--- src/rtl/neuron_driver.sv ---
// neuron_driver: initiator for one neuron.
//   Collects NUM_INPUTS serial fixed-point words into a parallel vector.
//   Raises inputs_ready, then waits for output_ready (bounded by TIMEOUT_CYCLES).
//   Presents the captured neuron output on a valid/ready result port.
// Ports:
//   clock, reset                   rising-edge clock, async active-high reset
//   in_valid/in_ready/in_data      upstream word stream (signed Q INTEGER_WIDTH.FRACTION_WIDTH)
//   inputs, inputs_ready           parallel vector + start strobe to neuron (inputs[0] = first word)
//   output_ready, out              neuron completion + result
//   result_valid/result_ready/result  captured result to downstream
//   timeout                        one-cycle pulse when the neuron fails to answer
// All outputs are registered, so no combinational path runs from any input port to any output port.
module neuron_driver #(
  parameter int NUM_INPUTS     = 4,
  parameter int TIMEOUT_CYCLES = 64,
  parameter int INTEGER_WIDTH  = 8,
  parameter int FRACTION_WIDTH = 8,
  localparam int W = INTEGER_WIDTH + FRACTION_WIDTH
) (
  input  logic                          clock,
  input  logic                          reset,
  input  logic                          in_valid,
  output logic                          in_ready,
  input  logic [W-1:0]                  in_data,
  output logic [NUM_INPUTS-1:0][W-1:0]  inputs,
  output logic                          inputs_ready,
  input  logic                          output_ready,
  input  logic [W-1:0]                  out,
  output logic                          result_valid,
  input  logic                          result_ready,
  output logic [W-1:0]                  result,
  output logic                          timeout
);

  localparam int CW = $clog2(NUM_INPUTS) + 1;
  localparam int TW = (TIMEOUT_CYCLES > 0) ? $clog2(TIMEOUT_CYCLES + 1) : 1;
  localparam logic [CW-1:0] CNT_LAST = CW'(NUM_INPUTS - 1);
  localparam logic [TW-1:0] TMO_LAST = (TIMEOUT_CYCLES > 0) ? TW'(TIMEOUT_CYCLES - 1) : '0;

  typedef enum logic [1:0] {LOAD, COMPUTE, DONE} state_t;

  state_t         state, state_nx;
  logic [CW-1:0]  count, count_nx;
  logic [TW-1:0]  tcnt, tcnt_nx;
  logic           in_ready_nx, inputs_ready_nx, result_valid_nx, timeout_nx;
  logic           accept, last_word, expire, capture;

  assign accept    = in_valid && in_ready;
  assign last_word = (count == CNT_LAST);
  // The cycle that would take the wait counter to TIMEOUT_CYCLES is the expiring one.
  assign expire    = (TIMEOUT_CYCLES > 0) && (tcnt == TMO_LAST);
  assign capture   = (state == COMPUTE) && output_ready;

  // State register
  always_ff @(posedge clock or posedge reset) begin
    if (reset) state <= LOAD;
    else       state <= state_nx;
  end

  // Next-state logic; output_ready beats a simultaneous timeout.
  always_comb begin
    state_nx = state;
    case (state)
      LOAD:    if (accept && last_word) state_nx = COMPUTE;
      COMPUTE: if (output_ready)        state_nx = DONE;
               else if (expire)         state_nx = LOAD;
      DONE:    if (result_ready)        state_nx = LOAD;
      default:                          state_nx = LOAD;
    endcase
  end

  // Output logic: next values for the registered outputs and counters.
  always_comb begin
    in_ready_nx     = (state_nx == LOAD);
    inputs_ready_nx = (state_nx == COMPUTE);
    result_valid_nx = (state_nx == DONE);
    timeout_nx      = (state == COMPUTE) && !output_ready && expire;
    count_nx        = count;
    if (accept) count_nx = last_word ? '0 : count + 1'b1;
    // Held at zero outside COMPUTE so every entry starts a fresh wait.
    tcnt_nx = (state == COMPUTE && !output_ready && !expire) ? tcnt + 1'b1 : '0;
  end

  always_ff @(posedge clock or posedge reset) begin
    if (reset) begin
      count        <= '0;
      tcnt         <= '0;
      in_ready     <= 1'b0;
      inputs_ready <= 1'b0;
      result_valid <= 1'b0;
      timeout      <= 1'b0;
      result       <= '0;
    end else begin
      count        <= count_nx;
      tcnt         <= tcnt_nx;
      in_ready     <= in_ready_nx;
      inputs_ready <= inputs_ready_nx;
      result_valid <= result_valid_nx;
      timeout      <= timeout_nx;
      if (capture) result <= out;
    end
  end

  // Vector lanes: each lane loads only when the word index matches, so the
  // vector stays frozen outside LOAD.
  for (genvar i = 0; i < NUM_INPUTS; i++) begin : g_lane
    always_ff @(posedge clock or posedge reset) begin
      if (reset)                           inputs[i] <= '0;
      else if (accept && count == CW'(i))  inputs[i] <= in_data;
    end
  end

endmodule
--- config.mk ---
export PLATFORM = sky130hd
export DESIGN_NAME = neuron_driver
export DESIGN_NICKNAME = d
export VERILOG_FILES = /design/src/rtl/neuron_driver.sv
export SDC_FILE = /design/constraint.sdc
export NUM_CORES = 1
export LEC_CHECK = 0
export ABC_AREA = 1
export ABC_CLOCK_PERIOD_IN_PS = 8550
export CELL_PAD_IN_SITES_DETAIL_PLACEMENT = 0
export CELL_PAD_IN_SITES_GLOBAL_PLACEMENT = 2
export CORE_MARGIN = 2
export CORE_UTILIZATION = 31
export DETAILED_ROUTE_END_ITERATION = 8
export GPL_TIMING_DRIVEN = 1
export PLACE_DENSITY = 0.8
export SETUP_SLACK_MARGIN = 0.3
export SYNTH_ARGS = -nofsm -noshare
export SYNTH_HDL_FRONTEND = slang
export SYNTH_SLANG_ARGS = --single-unit
--- constraint.sdc ---
create_clock -name clock -period 8.55 [get_ports clock]
set_input_delay 1.2825 -clock clock [delete_from_list [all_inputs] [get_ports clock]]
set_output_delay 1.2825 -clock clock [all_outputs]
set_load 0.005 [all_outputs]
==> results.md <==
* First-pass GRT wire length at 14500 um
* Fmax at 398 MHz
* Syn nets at 408
* Total wire length at 8790 um
* WL/cell at 13.3 um
* Switch share at 31.3%
* Final Critical Period at 2510 ps
* Vias per cell at 4.25
* Hold Path Origin: inputs[7]
* Num ports at 121
* Layout cells sized above 1 at 19.9%
* Slowest cell delay on critical path at 550 ps
* Gate power share at 40.0%
* Yosys cell types at 24
* Initial DRC count at 201
* Peak supply drop at 0.000128 V
* Startpoint types: flop
* Worst endpoint required time at 7270 ps
* Max-Cap Viols at 0
* Input/output buffers at 120
* Drt pass-1 iters at 4
* Num CTS Buffers at 9
* Total GRT Usage at 12.9%
* Die Y at 118 um
* Flop pwr share at 39.0%
* Root buf cell: clkbuf_16
* Pre-CTS WS at 5590 ps
* Post-Synthesis Cells at 366
* Crit-path cells: clkdlybuf4s50_1
* Non-Filler Instances at 660
* Seq/Total Area, Yosys at 59.2%
* Async set-reset flop share out of synthesis at 100%
* Prevailing post-synth register cell: dfrtp_1
* Worst-path fanout max at 2
* Core area at 12700 sq um
* Initial antenna violation count at 0
* DRC at 0
* RR Startpoint: count[0]
* Setup ws final at 6040 ps
* Tcrit/Tclk final at 29.4%
* Synthesized area at 4060 sq um
* CTS tree: done
* RSZ-0062 raised after global routing: false
* Worst Setup Path Type: flop to output pin
* # Post-CTS Setup Buffers at 0
* Worst Skew at 10.3 ps
* Fillers at 1302
* Placed insts at 644
* Detail Route Antenna Nets at 0
* CTS Sinks at 96
* Worst hold path class: flop to flop
* Final Hold Violating Endpoints at 0
* Most frequent cells in the layout: clkdlybuf4s50_1, dfrtp_1, nand2_1
* Vias in the first global route at 2823
* Hold EP: inputs[7]
* Die W at 118 um
* Final instance area at 5620 sq um
* Buf+Inv Stages, Crit Path at 1
* Outcome: completed
* Placed Area at 5330 sq um
* Hold Path Depth at 2
* Vias after detailed routing at 2808
* Largest net degree at the start of global routing at 74
* CP delay by family, top: buffers and inverters
* Clock buffer depth at 2
* Arr. time, crit path at 1230 ps
* Final setup fails at 0
* Power share of the clock group at 21.0%
* Layout area overhead at 38.4%
* Die area at 14000 sq um
* DP HPWL at 6170 um
* Cell row count at 41
* Seq cells post-synth at 96
* R2R Setup Slk at 7020 ps
* Worst skew pair latency at 330 ps
* Crit end category: output pin
* Hold buffers post-CTS at 0
* Commonest non-fill, non-tap cell in the layout: clkdlybuf4s50_1
* Worst R2R Path Depth at 5
* Post-CTS sizing at 0
* Cell-internal power at 1.31 mW
* Max Slew Vio Count at 0
* PwrDens at 339 nW/um^2
* CTS clk-pin slew, worst paths at 70 ps
* Final GP Congestion at 0.702
* Antenna diodes at 0
* Max_slew headroom at 38.4%
* Reg-to-Reg End: inputs[9]
* Max stage delay cell, worst path: clkdlybuf4s50_1
* Final net count at 525
* H-tree levels at 3
* Net Switching at 0.598 mW
* Final Core Density at 44.2%
* LEAKAGE at 2.57 nW
* Worst-Margin Slew at 924 ps
* Final setup TNS at 0 ps
* Synth Area per Inst at 11.1 sq um
* EDFF count, synth at 0
* Yosys warns at 0
* GRT overflow at 0
* Initial core utilization at 31.9%
[power groups by stage]
stage	Sequential, mW	Clock, mW	Combinational, mW
CTS	0.748	0.411	0.781
finish	0.744	0.400	0.762
global placement	0.752	0	0.768
global route	0.768	0.431	0.839
floorplan	0.756	0	0.358
detailed placement	0.754	0	0.779
[layout make-up]
cell class              count  area, sq um  area share (%)
clock buffers              10          229            4.07
clock inverters             6         66.3            1.18
inverters                  42          168            2.98
multi-input cells         213         1330            23.7
flip-flops and latches     96         2400            42.7
well taps                 172          215            3.83
repair buffers            121         1210            21.5
[cells in the mapped netlist (5+ instances only)]
library cell  count  area (sq um)
inv_1            40           150
nand2_2           5          31.3
buf_6            13           146
nand2_1          89           334
dfrtp_1          96          2400
nand3_4           5          87.6
nand3_1           5          25.0
o21ai_2          64           561
ha_1              5          62.6
o21ai_1          16          80.1
nor2_1           10          37.5
[kinds of logic after synthesis]
| logic type | after synthesis | synth area share (%) |
|---|---|---|
| xor+xnor | 3 | 0.647 |
| simple gates | 120 | 14.0 |
| fa+ha+maj | 5 | 1.54 |
| compound gates | 85 | 16.6 |
| flops | 96 | 59.2 |
| buf+inv | 57 | 8.04 |
[per-stage QoR]
step                hold WS (ps)  total power [mW]
floorplan                    455              1.11
global placement             465              1.52
detailed placement           468              1.53
CTS                          484              1.94
global route                 506              2.04
finish                       479              1.91
[sequential cells by signal, indices dropped and copies added, names as in the netlist]
| register | flops |
|---|---|
| timeout | 1 |
| inputs_ready | 1 |
| result_valid | 1 |
| tcnt | 7 |
| count | 3 |
| state | 2 |
| result | 16 |
| in_ready | 1 |
| inputs | 64 |
[worst max path at each step]
stage / startpoint / endpoint / cells after the start
3_3_place_gp: reset / inputs[17] / 3
6_report: inputs[45] / inputs[45] / 1
4_1_cts: reset / inputs[18] / 3
2_1_floorplan: reset / count[0] / 1
3_5_place_dp: reset / inputs[17] / 3
5_1_grt: reset / inputs[30] / 3
[per-layer routing]
metal,share of wire (%),up-vias,track usage [%]
met5,0,-,0
met4,1.7,0,4.91
met3,4.6,9,2.56
met2,49,60,21.4
met1,45,1331,16.7
li1,-,1408,-
Note: power is estimated with default switching activity, not from simulation.
